**config.mk**
```make
export PLATFORM = sky130hd
export DESIGN_NAME = lut_adr_streamer
export DESIGN_NICKNAME = d
export VERILOG_FILES = /design/src/rtl/lut_adr_streamer.sv
export SDC_FILE = /design/constraint.sdc
export NUM_CORES = 1
export LEC_CHECK = 0
export ABC_AREA = 1
export CAP_MARGIN = 10
export CORE_UTILIZATION = 47
export DETAILED_ROUTE_END_ITERATION = 10
export MAX_ROUTING_LAYER = met4
export PLACE_DENSITY = 0.77
export SLEW_MARGIN = 20
export SYNTH_ARGS = -nofsm -noshare
export SYNTH_HDL_FRONTEND = slang
export SYNTH_SLANG_ARGS = --single-unit
```
**constraint.sdc**
```tcl
create_clock -name clk -period 2.6 [get_ports clk]
set_clock_uncertainty 0.15 [all_clocks]
set_input_delay 0.52 -clock clk [delete_from_list [all_inputs] [get_ports clk]]
set_output_delay 0.52 -clock clk [all_outputs]
set_load 0.005 [all_outputs]
```
**src/rtl/lut_adr_streamer.sv**
```systemverilog
`default_nettype none
// ============================================================================
// Module   : lut_adr_streamer
// Brief    : Bursts a synchronous LUT from a latched base address into an
//            Avalon-ST packet with valid/ready backpressure.
// Revision : 1.0
// ============================================================================
module lut_adr_streamer #(
  parameter int DATA_W = 32,
  parameter int ADR_W  = 11
) (
  input  logic              clk,
  input  logic              reset_n,
  input  logic [ADR_W-1:0]  lut_adr,
  input  logic [ADR_W-1:0]  lut_len,
  input  logic              start,
  output logic [ADR_W-1:0]  mem_address,
  output logic              mem_read,
  input  logic [DATA_W-1:0] mem_readdata,
  output logic [DATA_W-1:0] src_data,
  output logic              src_valid,
  input  logic              src_ready,
  output logic              src_startofpacket,
  output logic              src_endofpacket,
  output logic              busy,
  output logic              done
);

  localparam logic [1:0] S_IDLE  = 2'd0;
  localparam logic [1:0] S_RUN   = 2'd1;
  localparam logic [1:0] S_DRAIN = 2'd2;

  localparam logic [ADR_W:0] c_full_len = {1'b1, {ADR_W{1'b0}}};
  localparam logic [ADR_W:0] c_one_len  = {{ADR_W{1'b0}}, 1'b1};

  logic [1:0]        r_state;
  logic [1:0]        w_next_state;
  logic              r_start_q;
  logic              w_start_edge;
  logic              w_latch;
  logic [ADR_W-1:0]  r_cur_adr;
  logic [ADR_W:0]    r_remaining;
  logic              r_first;
  logic              r_done;
  logic              r_inflight;
  logic              r_inflight_sop;
  logic              r_inflight_eop;
  logic [DATA_W-1:0] r_fifo_data [0:1];
  logic [1:0]        r_fifo_sop;
  logic [1:0]        r_fifo_eop;
  logic              r_wr_ptr;
  logic              r_rd_ptr;
  logic [1:0]        r_count;
  logic              w_pop;
  logic              w_head_eop;
  logic [2:0]        w_level;
  logic              w_issue;
  logic              w_last_issue;

  assign w_start_edge = start & ~r_start_q;
  assign w_latch      = (r_state == S_IDLE) && w_start_edge;
  assign w_pop        = (r_count != 2'd0) && src_ready;
  assign w_head_eop   = r_fifo_eop[r_rd_ptr];

  // Occupancy the issued word will meet when it lands; crediting this cycle's
  // pop keeps the pipe at one word per cycle without overflowing two entries.
  assign w_level      = 3'(r_count) + 3'(r_inflight) - 3'(w_pop);
  assign w_issue      = (r_state == S_RUN) && (r_remaining != '0) && (w_level < 3'd2);
  assign w_last_issue = w_issue && (r_remaining == c_one_len);

  always_ff @(posedge clk or negedge reset_n) begin
    if (!reset_n) begin
      r_state <= S_IDLE;
    end else begin
      r_state <= w_next_state;
    end
  end

  always_comb begin
    w_next_state = r_state;
    case (r_state)
      S_IDLE:  if (w_start_edge) w_next_state = S_RUN;
      S_RUN:   if (w_last_issue) w_next_state = S_DRAIN;
      S_DRAIN: if (w_pop && w_head_eop) w_next_state = S_IDLE;
      default: w_next_state = S_IDLE;
    endcase
  end

  always_comb begin
    busy              = (r_state != S_IDLE);
    done              = r_done;
    mem_read          = w_issue;
    mem_address       = r_cur_adr;
    src_valid         = (r_count != 2'd0);
    src_data          = r_fifo_data[r_rd_ptr];
    src_startofpacket = r_fifo_sop[r_rd_ptr];
    src_endofpacket   = w_head_eop;
  end

  always_ff @(posedge clk or negedge reset_n) begin
    if (!reset_n) begin
      r_start_q   <= 1'b0;
      r_cur_adr   <= '0;
      r_remaining <= '0;
      r_first     <= 1'b0;
      r_done      <= 1'b0;
    end else begin
      r_start_q <= start;
      if (w_latch) begin
        r_cur_adr   <= lut_adr;
        r_remaining <= (lut_len == '0) ? c_full_len : {1'b0, lut_len};
        r_first     <= 1'b1;
        r_done      <= 1'b0;
      end else begin
        if (w_issue) begin
          r_cur_adr   <= r_cur_adr + ADR_W'(1);
          r_remaining <= r_remaining - c_one_len;
          r_first     <= 1'b0;
        end
        if ((r_state == S_DRAIN) && w_pop && w_head_eop) begin
          r_done <= 1'b1;
        end
      end
    end
  end

  always_ff @(posedge clk or negedge reset_n) begin
    if (!reset_n) begin
      r_inflight     <= 1'b0;
      r_inflight_sop <= 1'b0;
      r_inflight_eop <= 1'b0;
    end else begin
      r_inflight <= w_issue;
      if (w_issue) begin
        r_inflight_sop <= r_first;
        r_inflight_eop <= w_last_issue;
      end
    end
  end

  always_ff @(posedge clk or negedge reset_n) begin
    if (!reset_n) begin
      for (int i = 0; i < 2; i++) begin
        r_fifo_data[i] <= '0;
      end
      r_fifo_sop <= '0;
      r_fifo_eop <= '0;
      r_wr_ptr   <= 1'b0;
      r_rd_ptr   <= 1'b0;
      r_count    <= 2'd0;
    end else begin
      if (r_inflight) begin
        r_fifo_data[r_wr_ptr] <= mem_readdata;
        r_fifo_sop[r_wr_ptr]  <= r_inflight_sop;
        r_fifo_eop[r_wr_ptr]  <= r_inflight_eop;
        r_wr_ptr              <= ~r_wr_ptr;
      end
      if (w_pop) begin
        r_rd_ptr <= ~r_rd_ptr;
      end
      case ({r_inflight, w_pop})
        2'b10:   r_count <= r_count + 2'd1;
        2'b01:   r_count <= r_count - 2'd1;
        default: r_count <= r_count;
      endcase
    end
  end

endmodule
`default_nettype wire

```
==> flow_summary.json <==
{
  "ios": 107,
  "cts_made_buffers": 9,
  "clkSinkCount": 103,
  "die_area_um2": 11500,
  "hold_viol": 0,
  "antenna_found_initial": 0,
  "cts_hold_buffers": 0,
  "clk_latency_ns": 0.36,
  "synthDistinctLibCells": 32,
  "layout_commonest_cell": "nand2_1",
  "antenna_cells": 0,
  "crit_path_end": "mem_read",
  "critPathRequiredTime_ns": 1.93,
  "critPathSlowestCell": "fa_1",
  "fmax_mhz": 358,
  "yosysTopAreaCellShare_pct": 49.4,
  "cp-startpoint": "r_count[0]",
  "synth.top_cells.by_area": "dfrtp_1 (49%), nand2_1 (21%), o21ai_0 (7.1%)",
  "ir_drop_mv": 0.542,
  "worst_ep_arrival_time_ns": 2.12,
  "place.gp.congestion": 0.860,
  "hpwl_um": 8170,
  "worstSetupPathType": "flip-flop to output port",
  "setup_tns_ns": -0.192,
  "hold_path_class": "primary input to asynchronous set/reset pin",
  "p_leak_uw": 0.00338,
  "routed-via-count": 4628,
  "ys_seq_area_share_pct": 49.4,
  "crit_path_end_kind": "output port",
  "reg2reg_setup_slack_ns": 0.22,
  "cp.depth": 10,
  "rows": 38,
  "tightestPinTransition_ns": 0.595,
  "grt_max_degree": 104,
  "drt_iter0_markers": 354,
  "nFillCells": 946,
  "crit_buf_inv": 2,
  "routed_wl_um": 11900,
  "crit_chain": "inv_2, nand2_2, nor2_2, o21bai_4, nand2_2, fa_1, xnor2_1, nand2_2, nor2_4, buf_2",
  "drc": 0,
  "r2r_cells": 13,
  "preCtsSetupSlack_ns": -0.879,
  "cts_tree": "built",
  "die_h_um": 107,
  "layout_common_cells": "nand2_1 (288), dfrtp_1 (103), clkdlybuf4s50_1 (103), o21ai_0 (74), inv_1 (66)",
  "finalNetCount": 865,
  "die_w_um": 107,
  "overflow": 0,
  "rsz0062_at_grt": "true",
  "timing.rr.end": "r_remaining[7]",
  "floorplan.initialDensity_pct": 48.1,
  "cp-start-kind": "flip-flop",
  "met3_usage_pct": 2.48,
  "cp_max_fo": 2,
  "drtAntennaViolNets": 0,
  "clkSlewWorstSetupHoldPaths_ns": 0.09,
  "status": "complete, but fails checks",
  "reg2reg_from": "r_count[0]",
  "syn_area_um2": 5210,
  "routedWlPerCell_um": 12.5,
  "maxSlewHeadroom_pct": 60.3,
  "synth.net_count": 757,
  "first_pass_iters": 6,
  "syn_avg_cell_area_um2": 7.51,
  "yosys_warnings": 0,
  "yosys.area.top_type": "dfrtp_1",
  "met2_usage_pct": 36.1,
  "use_met1_pct": 29.7,
  "cts_buffer_depth": 2,
  "core_area_um2": 10800,
  "synth-seq-cells": 103,
  "htreeDepth": 3,
  "grtUsageTotal_pct": 22.4,
  "cp_common_cell": "nand2_2",
  "grt-busiest-layer": "met2",
  "violations": "negative setup slack",
  "drv_cap": 0,
  "post-route-period-util_pct": 107,
  "layout-area-overhead-vs-synth_pct": 28.0,
  "fin_ws_ns": -0.192,
  "max_stage_delay_ns": 0.41,
  "cp_top_family": "simple AND/OR/NAND/NOR gates",
  "cts-root-buf": "clkbuf_8",
  "finalSetupViolations": 1,
  "fin_crit_ns": 2.79,
  "port_buffers": 106,
  "drive_gt1_share_pct": 8.18,
  "via_per_inst": 4.89,
  "slew_violations": 0,
  "p_per_area_nw_per_um2": 1190,
  "grt_pass1_vias": 4307,
  "grt_pass1_wl_um": 19900,
  "syn_inst": 694
}
flip-flops by register name, summed over array words and instances (netlist names), 2 cells and up:
| register | cells |
|---|---|
| r_remaining | 12 |
| mem_address | 11 |
| r_fifo_sop | 2 |
| r_fifo_data | 64 |
| r_fifo_eop | 2 |
| r_count | 2 |
| r_state | 2 |
synthesized netlist by cell type (all sizes together):
cell / n
o21bai: 2
fa: 1
nand4: 5
buf: 14
nand3b: 1
clkinv: 1
or2: 2
nand2: 298
o22ai: 1
o21ai: 85
a31oi: 1
nand3: 41
inv: 70
xor2: 5
clkbuf: 15
nor2: 38
nor3b: 1
ha: 4
xnor2: 2
a21oi: 3
dfrtp: 103
nor3: 1
layout make-up:
cell class,instances,area [µm²],area share (%)
flip-flops and latches,103,2580,38.6
multi-input cells,491,2240,33.5
repair buffers,126,1210,18.2
inverters,71,267,3.99
well taps,140,175,2.63
clock buffers,14,163,2.44
clock inverters,2,38.8,0.581
stage by stage:
step / hold slack [ns] / total power (µW) / cell area, µm² / utilization, % / std cells
global placement: 0.314 / 6770 / 6440 / 59.4 / 929
finish: 0.0591 / 7940 / 6670 / 61.6 / 947
global route: 0.107 / 8690 / 6670 / 61.6 / 947
floorplan: 0.0744 / 5240 / 5220 / - / 694
CTS: 0.0864 / 7990 / 6660 / 61.5 / 946
detailed placement: 0.321 / 6940 / 6440 / 59.4 / 929
cells by family after synthesis:
group           synth area share, %
simple gates                   30.5
compound gates                 9.34
buf+inv                        8.16
flops                          49.4
xor+xnor                       1.18
fa+ha+maj                      1.34
worst min path at each step:
stage	to	depth (start not counted)
6_report	r_fifo_data[7]	2
3_3_place_gp	r_fifo_data[63]	2
2_1_floorplan	done	0
3_5_place_dp	r_fifo_sop[0]	2
5_1_grt	r_fifo_data[7]	2
4_1_cts	r_fifo_data[7]	2
per-layer routing:
metal  wire (µm)  up-vias
met5           0        -
met4         143        0
met3         623       12
met2        5570      121
met1        5520     2129
li1            -     2366
where the power goes:
part           leakage, µW  internal (µW)  total, µW  switching (µW)
logic              0.00199           1890       4080            2190
clock network     0.000101            502       1030             530
registers          0.00129           2330       2830             502
total              0.00338           4730       7940            3220
timing repair:
action / in CTS / in global routing
pin swaps: 3 / 0
setup endpoints to repair: 15 / 1
gates cloned: 0 / 0
resized for setup: 10 / 2
setup buffers: 1 / 1
Note: power is estimated with default switching activity, not from simulation.
